File: src/rtl/snn_ctrl_pkg.sv
// Shared types for the SNN inference sequencer.
package snn_ctrl_pkg;

  typedef enum logic [2:0] {
    IDLE,
    CLEAR,
    RUN,
    DRAIN,
    DONE
  } state_t;

endpackage

File: src/rtl/snn_spike_accum.sv
// Saturating per-output spike counters with next-value view, arg-max and saturation flag.
module snn_spike_accum #(
  parameter int NUM_OUTPUTS = 1,
  parameter int COUNT_WIDTH = 8,
  parameter int WIN_W       = 1
) (
  input  logic                               clk,
  input  logic                               rst_n,
  input  logic                               clr,
  input  logic                               en,
  input  logic [NUM_OUTPUTS-1:0]             spikes,
  output logic [NUM_OUTPUTS*COUNT_WIDTH-1:0] count_nxt,
  output logic [WIN_W-1:0]                   winner_nxt,
  output logic                               sat_nxt
);

  localparam logic [COUNT_WIDTH-1:0] CNT_MAX = '1;

  logic [NUM_OUTPUTS*COUNT_WIDTH-1:0] acc_q;
  logic                               sat_q;
  logic [COUNT_WIDTH-1:0]             cur;
  logic [COUNT_WIDTH-1:0]             cnt;
  logic [COUNT_WIDTH-1:0]             best;
  logic                               hit;

  // The next values are exported so results can be latched on the same edge
  // that absorbs the final accumulating cycle.
  always_comb begin
    count_nxt = '0;
    cur       = '0;
    cnt       = '0;
    hit       = 1'b0;
    for (int i = 0; i < NUM_OUTPUTS; i++) begin
      cur = acc_q[i*COUNT_WIDTH +: COUNT_WIDTH];
      if (clr)
        cnt = '0;
      else if (en && spikes[i] && (cur != CNT_MAX))
        cnt = cur + 1'b1;
      else
        cnt = cur;
      count_nxt[i*COUNT_WIDTH +: COUNT_WIDTH] = cnt;
      if (cnt == CNT_MAX) hit = 1'b1;
    end
    sat_nxt = clr ? 1'b0 : (sat_q | hit);
  end

  always_comb begin
    best       = count_nxt[COUNT_WIDTH-1:0];
    winner_nxt = '0;
    for (int i = 1; i < NUM_OUTPUTS; i++) begin
      if (count_nxt[i*COUNT_WIDTH +: COUNT_WIDTH] > best) begin
        best       = count_nxt[i*COUNT_WIDTH +: COUNT_WIDTH];
        winner_nxt = WIN_W'(i);
      end
    end
  end

  always_ff @(posedge clk or negedge rst_n) begin
    if (!rst_n) begin
      acc_q <= '0;
      sat_q <= 1'b0;
    end else begin
      acc_q <= count_nxt;
      sat_q <= sat_nxt;
    end
  end

endmodule

File: src/rtl/snn_inference_ctrl.sv
// Sequences one SNN inference: clear network, drive spike pattern, drain, latch results.
//   state | meaning
//   IDLE  | waiting for start
//   CLEAR | net_clr held, accumulators zeroed
//   RUN   | spike_en = pattern_q for steps_q cycles
//   DRAIN | spike_en low, in-flight spikes still counted
//   DONE  | one-cycle done pulse, results latched
module snn_inference_ctrl
  import snn_ctrl_pkg::*;
#(
  parameter int NUM_INPUTS   = 4,
  parameter int NUM_OUTPUTS  = 1,
  parameter int COUNT_WIDTH  = 8,
  parameter int STEP_WIDTH   = 16,
  parameter int CLEAR_CYCLES = 2,
  parameter int DRAIN_CYCLES = 4,
  localparam int WIN_W = (NUM_OUTPUTS > 1) ? $clog2(NUM_OUTPUTS) : 1
) (
  input  logic                               S_AXI_ACLK,
  input  logic                               S_AXI_ARESETN,
  input  logic                               start,
  input  logic                               abort,
  input  logic [STEP_WIDTH-1:0]              num_steps,
  input  logic [NUM_INPUTS-1:0]              pattern,
  input  logic [NUM_OUTPUTS-1:0]             spike_out,
  output logic [NUM_INPUTS-1:0]              spike_en,
  output logic                               net_clr,
  output logic                               busy,
  output logic                               done,
  output logic [NUM_OUTPUTS*COUNT_WIDTH-1:0] spike_count,
  output logic [WIN_W-1:0]                   winner,
  output logic                               saturated
);

  localparam logic [STEP_WIDTH-1:0] CLR_LD   = STEP_WIDTH'(CLEAR_CYCLES - 1);
  localparam logic [STEP_WIDTH-1:0] DRAIN_LD = STEP_WIDTH'((DRAIN_CYCLES > 0) ? DRAIN_CYCLES - 1 : 0);

  state_t                             state_q, state_nxt;
  logic [STEP_WIDTH-1:0]              phase_q, phase_nxt;
  logic [STEP_WIDTH-1:0]              steps_q;
  logic [NUM_INPUTS-1:0]              pattern_q;
  logic                               accept;
  logic [NUM_OUTPUTS*COUNT_WIDTH-1:0] count_nxt;
  logic [WIN_W-1:0]                   winner_nxt;
  logic                               sat_nxt;

  snn_spike_accum #(
    .NUM_OUTPUTS (NUM_OUTPUTS),
    .COUNT_WIDTH (COUNT_WIDTH),
    .WIN_W       (WIN_W)
  ) u_accum (
    .clk        (S_AXI_ACLK),
    .rst_n      (S_AXI_ARESETN),
    .clr        (state_q == CLEAR),
    .en         ((state_q == RUN) || (state_q == DRAIN)),
    .spikes     (spike_out),
    .count_nxt  (count_nxt),
    .winner_nxt (winner_nxt),
    .sat_nxt    (sat_nxt)
  );

  // phase_q is a single down-counter reloaded on every phase entry; 0 = last cycle.
  always_comb begin
    state_nxt = state_q;
    phase_nxt = phase_q;
    accept    = 1'b0;
    case (state_q)
      IDLE: begin
        if (start && !abort) begin
          state_nxt = CLEAR;
          phase_nxt = CLR_LD;
          accept    = 1'b1;
        end
      end
      CLEAR: begin
        if (abort) begin
          state_nxt = IDLE;
          phase_nxt = '0;
        end else if (phase_q != '0) begin
          phase_nxt = phase_q - 1'b1;
        end else if (steps_q != '0) begin
          state_nxt = RUN;
          phase_nxt = steps_q - 1'b1;
        end else if (DRAIN_CYCLES > 0) begin
          state_nxt = DRAIN;
          phase_nxt = DRAIN_LD;
        end else begin
          state_nxt = DONE;
        end
      end
      RUN: begin
        if (abort) begin
          state_nxt = IDLE;
          phase_nxt = '0;
        end else if (phase_q != '0) begin
          phase_nxt = phase_q - 1'b1;
        end else if (DRAIN_CYCLES > 0) begin
          state_nxt = DRAIN;
          phase_nxt = DRAIN_LD;
        end else begin
          state_nxt = DONE;
        end
      end
      DRAIN: begin
        if (abort) begin
          state_nxt = IDLE;
          phase_nxt = '0;
        end else if (phase_q != '0) begin
          phase_nxt = phase_q - 1'b1;
        end else begin
          state_nxt = DONE;
        end
      end
      DONE:    state_nxt = IDLE;
      default: state_nxt = IDLE;
    endcase
  end

  // Outputs are registered from state_nxt so they line up with the state register.
  always_ff @(posedge S_AXI_ACLK or negedge S_AXI_ARESETN) begin
    if (!S_AXI_ARESETN) begin
      state_q     <= IDLE;
      phase_q     <= '0;
      steps_q     <= '0;
      pattern_q   <= '0;
      spike_en    <= '0;
      net_clr     <= 1'b0;
      busy        <= 1'b0;
      done        <= 1'b0;
      spike_count <= '0;
      winner      <= '0;
      saturated   <= 1'b0;
    end else begin
      state_q <= state_nxt;
      phase_q <= phase_nxt;
      if (accept) begin
        steps_q   <= num_steps;
        pattern_q <= pattern;
      end
      spike_en <= (state_nxt == RUN) ? pattern_q : '0;
      net_clr  <= (state_nxt == CLEAR);
      busy     <= (state_nxt == CLEAR) || (state_nxt == RUN) || (state_nxt == DRAIN);
      done     <= (state_nxt == DONE);
      if (state_nxt == DONE) begin
        spike_count <= count_nxt;
        winner      <= winner_nxt;
        saturated   <= sat_nxt;
      end
    end
  end

endmodule

File: config.mk
export PLATFORM = sky130hd
export DESIGN_NAME = snn_inference_ctrl
export DESIGN_NICKNAME = d
export VERILOG_FILES = /design/src/rtl/snn_ctrl_pkg.sv /design/src/rtl/snn_spike_accum.sv /design/src/rtl/snn_inference_ctrl.sv
export SDC_FILE = /design/constraint.sdc
export NUM_CORES = 1
export LEC_CHECK = 0
export CORE_MARGIN = 2
export CORE_UTILIZATION = 23
export DETAILED_ROUTE_END_ITERATION = 8
export GPL_TIMING_DRIVEN = 0
export HOLD_SLACK_MARGIN = 0.05
export PLACE_DENSITY = 0.43
export SYNTH_ARGS = -nofsm -noshare
export SYNTH_HDL_FRONTEND = slang
export SYNTH_SLANG_ARGS = --single-unit
File: constraint.sdc
create_clock -name S_AXI_ACLK -period 2.25 [get_ports S_AXI_ACLK]
set_input_delay 0.225 -clock S_AXI_ACLK [delete_from_list [all_inputs] [get_ports S_AXI_ACLK]]
set_output_delay 0.225 -clock S_AXI_ACLK [all_outputs]
set_load 0.05 [all_outputs]
**Word level (Yosys, flattened, before mapping)**

Cells that the tools add are included.

- Register bits after elaboration: 64
- Input bits: 25
- Output and inout bits: 17
- Logic and storage cells: 64

- Add/subtract/negate cells: 3
- Equal/unequal tests: 11
- Muxes and demuxes: 25
- Bitwise logic cells: 1
- Reduce and logical (&&, ||, !) cells: 12

Operators with widths:

| operator | number |
|---|---|
| 16-bit 2-to-1 mux | 8 |
| 16-bit case mux with 4 select lines | 1 |
| 16-bit nonzero test | 2 |
| 16-bit by 1-bit subtractor with 16-bit output, second input constant | 2 |
| 3-bit 2-to-1 mux | 7 |
| 8-bit 2-to-1 mux | 2 |
| 3-bit by 2-bit == test with 1-bit output, second input constant | 4 |
| 3-bit case mux with 4 select lines | 1 |
| 8-bit by 1-bit adder with 8-bit output, second input constant | 1 |
| 8-bit == test, second input constant | 1 |
| 8-bit inequality test, second input constant | 1 |
| 3-bit by 1-bit == test with 1-bit output, second input constant | 2 |
| 1-bit 2-to-1 mux | 5 |
| 4-bit 2-to-1 mux | 1 |
| 4-bit nonzero test | 1 |
| 3-bit == test, second input constant | 1 |
| 1-bit logical AND | 3 |
| 3-bit zero test | 1 |
| 1-bit logical OR | 3 |
| 3-bit by 2-bit inequality test with 1-bit output, second input constant | 1 |
| 3-bit AND reduction | 1 |
| 2-bit inequality test, second input constant | 1 |
| 1-bit zero test | 1 |
| 1-bit OR | 1 |

**Logic depth before layout (Yosys ltp)**

- Depth after elaboration: 10
- Mapped depth: 10

**Cells and area by module**

A second synthesis with hierarchy kept.

- Cells, all modules: 372
- Area total of the unflattened synthesis: 3601.0 sq um

Modules (own cells, without submodules):

| module | times used | cells an instance | area an instance (sq um) | sequential area each (sq um) |
|---|---|---|---|---|
| snn_inference_ctrl | 1 | 308 | 3001.6 | 1401.3 |
| snn_spike_accum | 1 | 64 | 599.3 | 225.2 |

**Worst setup path after synthesis**

Ideal clock, no wire load.

- Path type: reg-to-reg
- From: register steps_q[8]
- To: register phase_q[15]
- Setup time: 0.121 ns
- Arrival time: 1.992 ns
- Data required time: 2.129 ns
- Path slack: 0.137 ns
- Cell stages (with the launch flop): 7
- Buffers on the path: 0
- Clock period less this slack: 2.113 ns
- Cell sequence: dfrtp_1 -> or4_4 -> or4_4 -> nor4_4 -> xnor2_1 -> o21ai_1 -> a22o_1

- Word-level cells in the longest chain between the ends: 5
- Elaborated cells on any way between the ends: 6
- Classes of those cells: add/sub (1); mux (4); reduce/logical (1)

RTL lines:

| element | RTL line | RTL |
|---|---|---|
| from (decl) | snn_inference_ctrl.sv:40 | `logic [STEP_WIDTH-1:0] steps_q;` |
| from (signal assigned) | snn_inference_ctrl.sv:137 | `steps_q <= num_steps;` |
| 16-bit by 1-bit subtractor with 16-bit output / 16-bit nonzero test (equally long branches) | snn_inference_ctrl.sv:83, snn_inference_ctrl.sv:81 |  |
| 16-bit 2-to-1 mux * | snn_inference_ctrl.sv:81 | `end else if (steps_q != '0) begin` |
| 16-bit 2-to-1 mux * | snn_inference_ctrl.sv:79 | `end else if (phase_q != '0) begin` |
| 16-bit 2-to-1 mux * | snn_inference_ctrl.sv:76 | `if (abort) begin` |
| 16-bit case mux with 4 select lines * | snn_inference_ctrl.sv:67 | `case (state_q)` |
| to (signal assigned) | snn_inference_ctrl.sv:135 | `phase_q <= phase_nxt;` |
| to (decl) | snn_inference_ctrl.sv:39 | `logic [STEP_WIDTH-1:0] phase_q, phase_nxt;` |

Mark *: on every way between the ends. The rest lies on a longest branch, timed or not.
A chain may end at the register's enable or synchronous reset.

**Final worst setup path**

- From: register steps_q[9]
- To: register busy

- Word-level cells in the longest chain between the ends: 8
- Elaborated cells on any way between the ends: 10
- Classes of those cells: eq/ne (3); mux (4); reduce/logical (3)

RTL lines:

| element | RTL line | RTL |
|---|---|---|
| 16-bit nonzero test * | snn_inference_ctrl.sv:81 |  |
| 1-bit 2-to-1 mux * | snn_inference_ctrl.sv:81 |  |
| 3-bit 2-to-1 mux * | snn_inference_ctrl.sv:79 |  |
| 3-bit 2-to-1 mux * | snn_inference_ctrl.sv:76 |  |
| 3-bit case mux with 4 select lines * | snn_inference_ctrl.sv:67 |  |
| 3-bit by 1-bit == test with 1-bit output / 3-bit by 2-bit == test with 1-bit output (equally long branches) | snn_inference_ctrl.sv:142 | `busy <= (state_nxt == CLEAR) \|\| (state_nxt == RUN) \|\| (state_nxt == DRAIN);` |
| 1-bit logical OR | snn_inference_ctrl.sv:142 |  |
| 1-bit logical OR * | snn_inference_ctrl.sv:142 |  |
| to (signal assigned) | snn_inference_ctrl.sv:142 |  |
| to (decl) | snn_inference_ctrl.sv:28 | `output logic busy,` |

Marked as above.

==> implementation parameters <==
Parameter                              Value

Status
  Outcome ... complete, no violations

Global routing
  Number of global-route vias before repair ... 2924
  Maximum number of pins on one net before global-route repair ... 65
  Global-route wire length before repair ... 15400 µm
  Global route total overflow ... 0
  Total GRT Usage ... 0.121
  Number of antenna violations at the first check in global routing ... 0

Placement
  Inst Count DP ... 584
  Half-perimeter wire length of the detailed placement result ... 6790 µm
  Number of buffers inserted by port buffering ... 39
  Weighted congestion reported at the end of routability-driven placement ... 0.805
  Worst setup slack before clock tree synthesis ... -0.588 ns

Power
  Sw frac ... 0.416
  Portion of total power attributed to sequential cells ... 0.292
  Clk network pwr share ... 0.218
  Internal cell power ... 3780 µW
  Standby leakage power ... 0.00196 µW
  Switching Power ... 2690 µW
  Power per Cell Area ... 1360 nW/µm²
  Total power draw ... 6470 µW
  Logic gate share of total power ... 0.490
  Maximum ir drop on the vdd rail ... 0.000509 V

STA
  Worst slew pin tran ... 0.848 ns
  Final critical path time including I/O delays and setup ... 2.24 ns
  Setup violations, final ... 0
  Final number of hold-violating endpoints ... 0
  Final period util ... 0.994
  Final critical-path setup slack ... 0.0137 ns
  Max Clk Rate ... 0.447 GHz
  RSZ-0062 raised after global routing ... true
  Setup clock skew after layout ... 0.00590 ns
  Max Slew Vio Count ... 0
  Relative slew slack ... 0.435

Setup path
  Cell count of the worst reg-to-reg path ... 6
  Largest fanout of any net on the critical path ... 5
  Endpoint of the worst-slack reg-to-reg timing path ... busy
  Most frequent cell on the critical path ... or4_4
  Longest individual stage delay on the worst path ... 0.57 ns
  Flop-to-flop setup slack ... 0.01 ns
  Cells traversed along the worst timing path ... or4_4 > or4_4 > or2_4 > a21oi_2 > a211o_2 > a31o_1
  Capturing element type of the critical path ... flop
  Critical-path top delay cell ... or4_4
  Kind of start point of the critical path ... flop
  R2R Path Start ... steps_q[9]
  Critical path's top delay family ... simple AND/OR/NAND/NOR gates
  Required time at the worst-slack endpoint ... 2.51 ns
  CP Class ... flop to flop
  Number of buffers and inverters on the critical path ... 0
  Endpoint arrival time on the critical path ... 2.50 ns

Clock network
  Number of clock sinks seen by CTS ... 64
  CTS clk-pin slew, worst paths ... 0.06 ns
  Clock buffers created by TritonCTS ... 9
  Clock latency of the later-clocked register in the worst-skew pair ... 0.33 ns
  Buffers from clock root to sink, at most ... 2
  Clock tree from TritonCTS ... yes
  CTS Root Buffer Type ... clkbuf_16
  H-tree levels ... 3

Layout
  Final net count ... 443
  P&R area growth vs syn ... 33.8%
  Most common cell after layout, fill and taps aside ... dfrtp_1
  Number of standard cells in the layout, taps in and fillers out ... 606
  Ant diodes ... 0
  Fraction of final layout cells with drive strength greater than 1 ... 0.244
  Top library cells by usage in the layout, fill and taps aside ... dfrtp_1 (63), clkdlybuf4s50_1 (38), mux2_2 (28), nand2_1 (26)

Drt
  Routed Antenna Nets ... 0
  Total iterations of the first detailed-routing run ... 5
  Post-route DRC violation count ... 0
  Starting DRC count in detailed routing ... 127
  Overall via count from detail_route ... 2937
  Average via count per standard cell ... 4.85
  Average wire per standard cell ... 15.6 µm
  Post-detailed-routing wire length ... 9460 µm

Synthesis
  FFs w/ async S/R, synth ... 1.00
  Library cells used by synthesis ... 57
  Number of storage elements in the synthesis netlist ... 64
  YS warnings ... 0
  Post-synth net total ... 387
  Post-synthesis cell type with the largest combined area ... dfrtp_1
  Share of the synthesized area in the top cell type ... 0.452
  Cell types with the largest area share after synthesis ... dfrtp_1 (45%), mux2_2 (8.9%), o21ai_0 (3.7%)
  Number of enable flip-flop cells after synthesis ... 0
  Number of standard cells after synthesis ... 357
  Sequential area share after synthesis ... 0.452
  Syn Std Cell Area ... 3540 µm²
  Avg Inst Size Synth ... 9.93 µm²
  Primary FF master, synth ... dfrtp_1

Hold path
  Path class of the lowest-slack min-delay path ... flop to flop
  Cell count of the worst hold path ... 2
  Worst min-delay path endpoint ... u_accum.sat_q
  Start point of the worst hold path ... u_accum.sat_q

Floorplanning
  X dimension of the die ... 128 µm
  I/O pin total ... 42
  Count of standard-cell rows ... 45
  Die Area ... 16400 µm²
  Die Ht ... 128 µm
  Initial standard-cell utilization of the core ... 0.234
  Std-Cell Core Area ... 15100 µm²

Job
  Number of violations of the max-capacitance limit ... 0
==> area by class of cell <==
cell class	instances	area (µm²)
well taps	188	235
flip-flops and latches	64	1600
multi-input cells	270	2030
clock inverters	3	40.0
repair buffers	48	458
plain buffers	14	87.6
fillers	1534	10400
clock buffers	13	260
inverters	6	22.5
==> cells by family (layout without fill, tap and decap cells) <==
| group | count (synthesis) | count (layout) | synth area share |
|---|---|---|---|
| simple gates | 135 | 135 | 0.212 |
| compound gates | 75 | 75 | 0.135 |
| flops | 64 | 64 | 0.452 |
| mux | 36 | 36 | 0.112 |
| buf+inv | 23 | 84 | 0.0268 |
| xor+xnor | 18 | 18 | 0.0445 |
| fa+ha+maj | 5 | 5 | 0.0177 |
| other cells | 1 | 1 | 0.00106 |
==> worst max path at each step <==
stage | start | end | slack, ns | depth (start not counted)
2_1_floorplan | steps_q[8] | phase_q[15] | 0.14 | 6
3_3_place_gp | S_AXI_ARESETN | steps_q[9] | -1.30 | 1
3_5_place_dp | phase_q[0] | phase_q[5] | -0.59 | 10
4_1_cts | steps_q[8] | phase_q[15] | -0.03 | 6
5_1_grt | steps_q[8] | busy | -0.06 | 6
6_report | steps_q[9] | busy | 0.01 | 6
==> layer usage <==
metal,track usage,share of wire
met4,0.0491,0.016
met2,0.182,0.45
met1,0.170,0.50
met5,0,0
met3,0.0238,0.036
==> power groups by stage <==
stage	sequential, µW	clock, µW	combinational [µW]
after detailed placement	1890	0	2690
after CTS	1880	1440	2880
after global placement	1880	0	2690
after floorplan	1910	0	1860
final	1890	1410	3170
after global routing	1960	1500	3470
==> synthesized netlist by cell type (3+ instances only) <==
library cell and number:
a21oi_1 12, a22o_1 8, a31oi_1 4, and2_1 7, buf_2 4, clkbuf_1 12
dfrtp_1 64, ha_1 5, inv_1 6, mux2_2 28, mux2i_1 8, nand2_1 28
nand2b_1 6, nand3_1 9, nand4_1 4, nor2_1 27, nor2b_1 3, nor3_1 14
nor4_1 9, o21ai_0 26, o22ai_1 5, or2_2 3, or4_1 3, xnor2_1 9
xor2_1 9
==> flip-flops by register name, indices dropped and copies added (netlist names) <==
register       count
net_clr            1
steps_q           16
u_accum.sat_q      1
pattern_q          4
saturated          1
u_accum.acc_q      8
phase_q           16
done               1
spike_count        8
spike_en           4
state_q            3
busy               1
==> through the flow <==
| stage | cell area, µm² | utilization | hold slack, ns | TNS, ns |
|---|---|---|---|---|
| floorplan | 3540 | - | -0.0706 | 0 |
| global placement | 4170 | 0.275 | 0.457 | -89.29 |
| detailed placement | 4170 | 0.275 | 0.387 | -6.62 |
| CTS | 4570 | 0.301 | 0.479 | -0.0294 |
| global route | 4740 | 0.313 | 0.496 | -0.307 |
| finish | 4740 | 0.313 | 0.471 | 0 |
==> what timing repair did <==
| action | 4_1_cts | 5_1_grt |
|---|---|---|
| buffers inserted | 2 | 6 |
| endpoints found under the setup margin | 30 | 41 |
| endpoints found under the hold margin | 64 | 0 |
| hold buffers | 1 | 0 |
| gates resized for setup | 24 | 29 |
| pin swaps | 1 | 11 |
==> worst reg2reg max path: stages, from the launching register on <==
cell and delay, ns:
dfrtp_1 0.39, or4_4 0.57, or4_4 0.55, or2_4 0.27, a21oi_2 0.12, a211o_2 0.13
a31o_1 0.14
Note: power is estimated with default switching activity, not from simulation.
==> patch 1: new RTL, same settings <==
`NUM_OUTPUTS` is set to 1 in 2 places; all go to 2.
--- a/src/rtl/snn_spike_accum.sv
+++ b/src/rtl/snn_spike_accum.sv
@@ -1,6 +1,6 @@
 // Saturating per-output spike counters with next-value view, arg-max and saturation flag.
 module snn_spike_accum #(
-  parameter int NUM_OUTPUTS = 1,
+  parameter int NUM_OUTPUTS = 2,
   parameter int COUNT_WIDTH = 8,
   parameter int WIN_W       = 1
 ) (
--- a/src/rtl/snn_inference_ctrl.sv
+++ b/src/rtl/snn_inference_ctrl.sv
@@ -9,7 +9,7 @@
   import snn_ctrl_pkg::*;
 #(
   parameter int NUM_INPUTS   = 4,
-  parameter int NUM_OUTPUTS  = 1,
+  parameter int NUM_OUTPUTS  = 2,
   parameter int COUNT_WIDTH  = 8,
   parameter int STEP_WIDTH   = 16,
   parameter int CLEAR_CYCLES = 2,
Interface: changed (resized spike_count and spike_out); port bits go from 42 to 51. No check against the original RTL was run, so the function may have changed too.
==> patch 1 against the original RTL <==
- the flow now finishes with violations (setup timing)
- area after synthesis grew 28%
- global-route usage grew 1.2 points
- total power is 16% higher
- wire length increased by 42%
- sequential share of layout area down 4.2 points
- sequential cell count grew 17
- clock skew rose by 5.4 ps
- design area increased by 45%
- first-iteration DRC count grew 83%
- setup slack worse by 320 ps
- count of clock-buffer cells in the layout decreased by 2
- critical path type unchanged
- highest routed layer unchanged
==> patch 1: results <==
worst_setup_path:
  cp.arrival_ps: 2800
  crit_path_max_fanout: 10
  critPathMaxStageDelay_ps: 420
  r2r_end: "winner"
timing:
  fin_ws_ps: -311
  relSlewSlack: 0.394
  setup_violations: 40
outcome:
  status: "finished with violations"
  violations: "setup timing"
grt:
  grt_first_pass_wirelength_um: 21300
  met3_usage: 0.0437
  first_global_vias: 4047
  use_met1: 0.164
  grt_usage: 0.134
logic_synthesis:
  yosysSeqAreaShare: 0.448
  synth_nets: 498
route:
  wl_met1_um: 5930
  met3_wirelength_um: 707
  route.detailed.wl_per_inst_um: 15.6
  drt_iter0_drc: 232
  viasPerCell: 4.65
hold_path:
  hp-class: "in -> async"
finish:
  num-fill-cells: 1978
  nNetsFinal: 629
place:
  port_buffers: 50
  dp_slack_ps: -799
  dp_hpwl_um: 8700
pwr:
  cellLeakagePower_nw: 2.93
  peakVddDrop_v: 0.000471
==> patch 1: per-stage QoR <==
step | hold WS [ps] | instances | TNS, ps | utilization | instance area, sq um
final | 314 | 860 | -5290 | 0.354 | 6870
after global routing | 325 | 860 | -7680 | 0.354 | 6870
after CTS | 317 | 841 | -6750 | 0.340 | 6590
after detailed placement | 146 | 776 | -15680 | 0.281 | 5460
after global placement | 461 | 775 | -194850 | 0.280 | 5430
after floorplan | -70.6 | 460 | -1620 | - | 4600
==> patch 1: power breakdown <==
| part | switching, mW | internal (mW) |
|---|---|---|
| Clock | 0.586 | 0.963 |
| Combinational | 1.95 | 1.81 |
| Sequential | 0.399 | 1.81 |
==> patch 1: final cells by class <==
cell class | count | area (sq um) | share of cell area
tap | 265 | 332 | 0.0482
timing repair buffer | 125 | 1180 | 0.171
inverter | 19 | 83.8 | 0.0122
sequential | 81 | 2030 | 0.296
clock buffer | 11 | 233 | 0.0339
multi-input combinational | 341 | 2790 | 0.406
buffer | 14 | 150 | 0.0218
clock inverter | 4 | 70.1 | 0.0102
==> patch 1: repair_timing <==
| item | CTS | global route |
|---|---|---|
| cloned | 4 | 0 |
| pin swaps | 56 | 30 |
| resized for setup | 101 | 39 |
| buffers inserted | 50 | 20 |
| setup endpoints to repair | 45 | 44 |
| endpoints found under the hold margin | 21 | 0 |
| hold buffers | 1 | 0 |
==> patch 1: cells by family (layout without fill, tap and decap cells) <==
family,after synthesis,count (layout),synth area share
AO/OA/AOI/OAI,91,91,0.144
XOR/XNOR,15,15,0.0291
adder cells (fa/ha/maj),13,13,0.0354
buffers and inverters,38,173,0.0459
flip-flops,81,81,0.448
multiplexers,28,28,0.0695
AND/OR/NAND/NOR,194,194,0.228
==> patch 2: new RTL, same settings <==
Without the edit above. The 5 states of `state_t` get a one-hot encoding in 5 bits.
--- a/src/rtl/snn_ctrl_pkg.sv
+++ b/src/rtl/snn_ctrl_pkg.sv
@@ -1,12 +1,12 @@
 // Shared types for the SNN inference sequencer.
 package snn_ctrl_pkg;
 
-  typedef enum logic [2:0] {
-    IDLE,
-    CLEAR,
-    RUN,
-    DRAIN,
-    DONE
+  typedef enum logic [4:0] {
+    IDLE  = 5'b00001,
+    CLEAR = 5'b00010,
+    RUN   = 5'b00100,
+    DRAIN = 5'b01000,
+    DONE  = 5'b10000
   } state_t;
 
 endpackage
Formal check against the unedited RTL: no difference found for any inputs over 10 cycles, from zero or initial values and one cycle with S_AXI_ARESETN low; not proved beyond that.
==> patch 2 against the original RTL <==
- the run now ends with setup timing left
- worst hold slack worse by 25 ps
- design area is 7.8% higher
- area after synthesis is 4.5% higher
- wire length is 8.0% higher
- global-route usage is 0.35 points higher
- setup slack worse by 130 ps
- final cell count is 8.7% higher
- sequential share of layout area is 1.3 points lower
- first-iteration DRC count is 5.5% higher
- critical path depth stayed put
- sequential cell count is 2 higher
- critical endpoint is now saturated
- largest cell class unchanged
Power is not compared: it rests on default switching activity, and its combinational part moved more than twofold at a synthesized area within 25%.
==> patch 2: results <==
timing:
  relSlewSlack: 0.412
  setup_tns_ps: -149
  setup_violations: 2
  fin_ws_ps: -121
  fin_skew_ps: 8.21
logic_synthesis:
  synth.distinct_cells: 64
  synth_area_leader_cell: "dfrtp_1"
  synth_nets: 396
  yosys-top-cells-area: "dfrtp_1, mux2_2, nor2_1"
  ys.flop_type: "dfrtp_1"
  yosysWarnings: 0
  yosysSeqAreaShare: 0.446
  async_flop_share: 1.00
  ys_top_cells_by_count: "dfrtp_1, nor2_1, mux2_2"
grt:
  grt_usage: 0.125
  grt_max_degree: 67
  antenna_found_initial: 0
  first_global_vias: 2992
  grt_first_pass_wirelength_um: 16200
finish:
  drive_gt1_frac: 0.289
  nNetsFinal: 469
  top_regs: "phase_q (16), steps_q (16)"
  antenna_cells: 0
outcome:
  violations: "setup timing"
  status: "finished with violations"
worst_setup_path:
  critPathMaxStageDelay_ps: 580
  crit_path_max_fanout: 5
  crit_family: "simple AND/OR/NAND/NOR gates"
  cp.arrival_ps: 2590
  critPathSlowestCell: "or4b_4"
place:
  dp_slack_ps: -669
  placedInstanceArea_sq_um: 4370
  port_buffers: 40
  globalplace.congestion: 0.806
  dp_hpwl_um: 7110
pwr:
  cellLeakagePower_nw: 2.04
  peakVddDrop_v: 0.000344
clock_network:
  clockBufferDepth: 2
  clkLatencyLatePin_ps: 340
  cts_made_buffers: 9
  clkTransAtPathRegs_ps: 60
  ctsRootBufferMaster: "clkbuf_16"
  htreeDepth: 3
route:
  viasPerCell: 4.81
  dr.pass1.iters: 5
  route.detailed.wl_per_inst_um: 15.5
  drt_iter0_drc: 134
hold_path:
  hp-class: "in -> reg"
patch 2: changes by cell type after synthesis, moves of 3 or more:
cell,delta
nand2_1,-9
nor2_1,+8
nand3_1,+6
a21oi_1,-5
clkbuf_1,-5
o21ai_0,-5
xnor2_1,+5
mux2i_1,-4
nor4_1,+4
o21a_1,+4
buf_2,+3
o211a_1,+3
patch 2: cell families (layout without fill, tap and decap cells):
logic type / after synthesis / after routing / synth area share
and+or+nand+nor: 139 / 139 / 0.207
xor gates and xnor gates: 21 / 21 / 0.0497
AOI/OAI and AO/OA: 79 / 79 / 0.156
other: 1 / 1 / 0.00101
muxes: 31 / 31 / 0.0939
buffers and inverters: 24 / 101 / 0.0287
DFF: 66 / 66 / 0.446
adders and majority gates: 5 / 5 / 0.0169
patch 2: worst paths after layout:
| check | depth (start not counted) | slack [ps] | end | start |
|---|---|---|---|---|
| hold / removal | 3 | 450 | steps_q[0] | num_steps[0] |
| setup reg to reg | 6 | -120 | saturated | state_q[1] |
| hold reg to reg | 1 | 470 | spike_en[3] | pattern_q[3] |
| setup / recovery | 6 | -120 | saturated | state_q[1] |
| max in group asynchronous | 2 | 1060 | u_accum.acc_q[0] | S_AXI_ARESETN |
| min in group asynchronous | 2 | 520 | spike_count[3] | S_AXI_ARESETN |
patch 2: worst min-delay path, cell delays in order:
cell	delay (ps)
clkdlybuf4s50_1	400
nand2_1	50
o21ai_0	60
patch 2: through the flow:
stage          power (mW)  cells
6_report             3.72    659
5_1_grt              3.92    659
4_1_cts              3.69    644
3_5_place_dp         2.11    622
3_3_place_gp         2.10    622
2_1_floorplan        1.87    366
patch 2: metal layers:
metal / track usage / routed length, um / up-vias
li1: - / - / 1510
met1: 0.172 / 4730 / 1542
met2: 0.180 / 4620 / 103
met3: 0.0338 / 637 / 17
met4: 0.0601 / 231 / 0
met5: 0 / 0 / -
patch 2: power breakdown:
| group | leakage, nW | total (mW) | internal [mW] | switching (mW) |
|---|---|---|---|---|
| sequential | 0.853 | 1.47 | 1.31 | 0.158 |
| clock | 0.158 | 1.52 | 0.991 | 0.531 |
| combinational | 1.02 | 0.726 | 0.345 | 0.381 |
patch 2: repair_timing:
action,in CTS,in global routing
resized for setup,28,33
cloned,1,1
pin swaps,3,10
endpoints found under the setup margin,41,39
hold buffers,1,0
hold endpoints to repair,7,0
buffers inserted,8,14
patch 2: final cells by class:
class | count | area (sq um)
fillers | 1596 | 10700
multi-input cells | 276 | 2140
flip-flops and latches | 66 | 1660
repair buffers | 65 | 598
well taps | 216 | 270
clock buffers | 10 | 239
plain buffers | 15 | 96.3
clock inverters | 5 | 78.8
inverters | 6 | 22.5
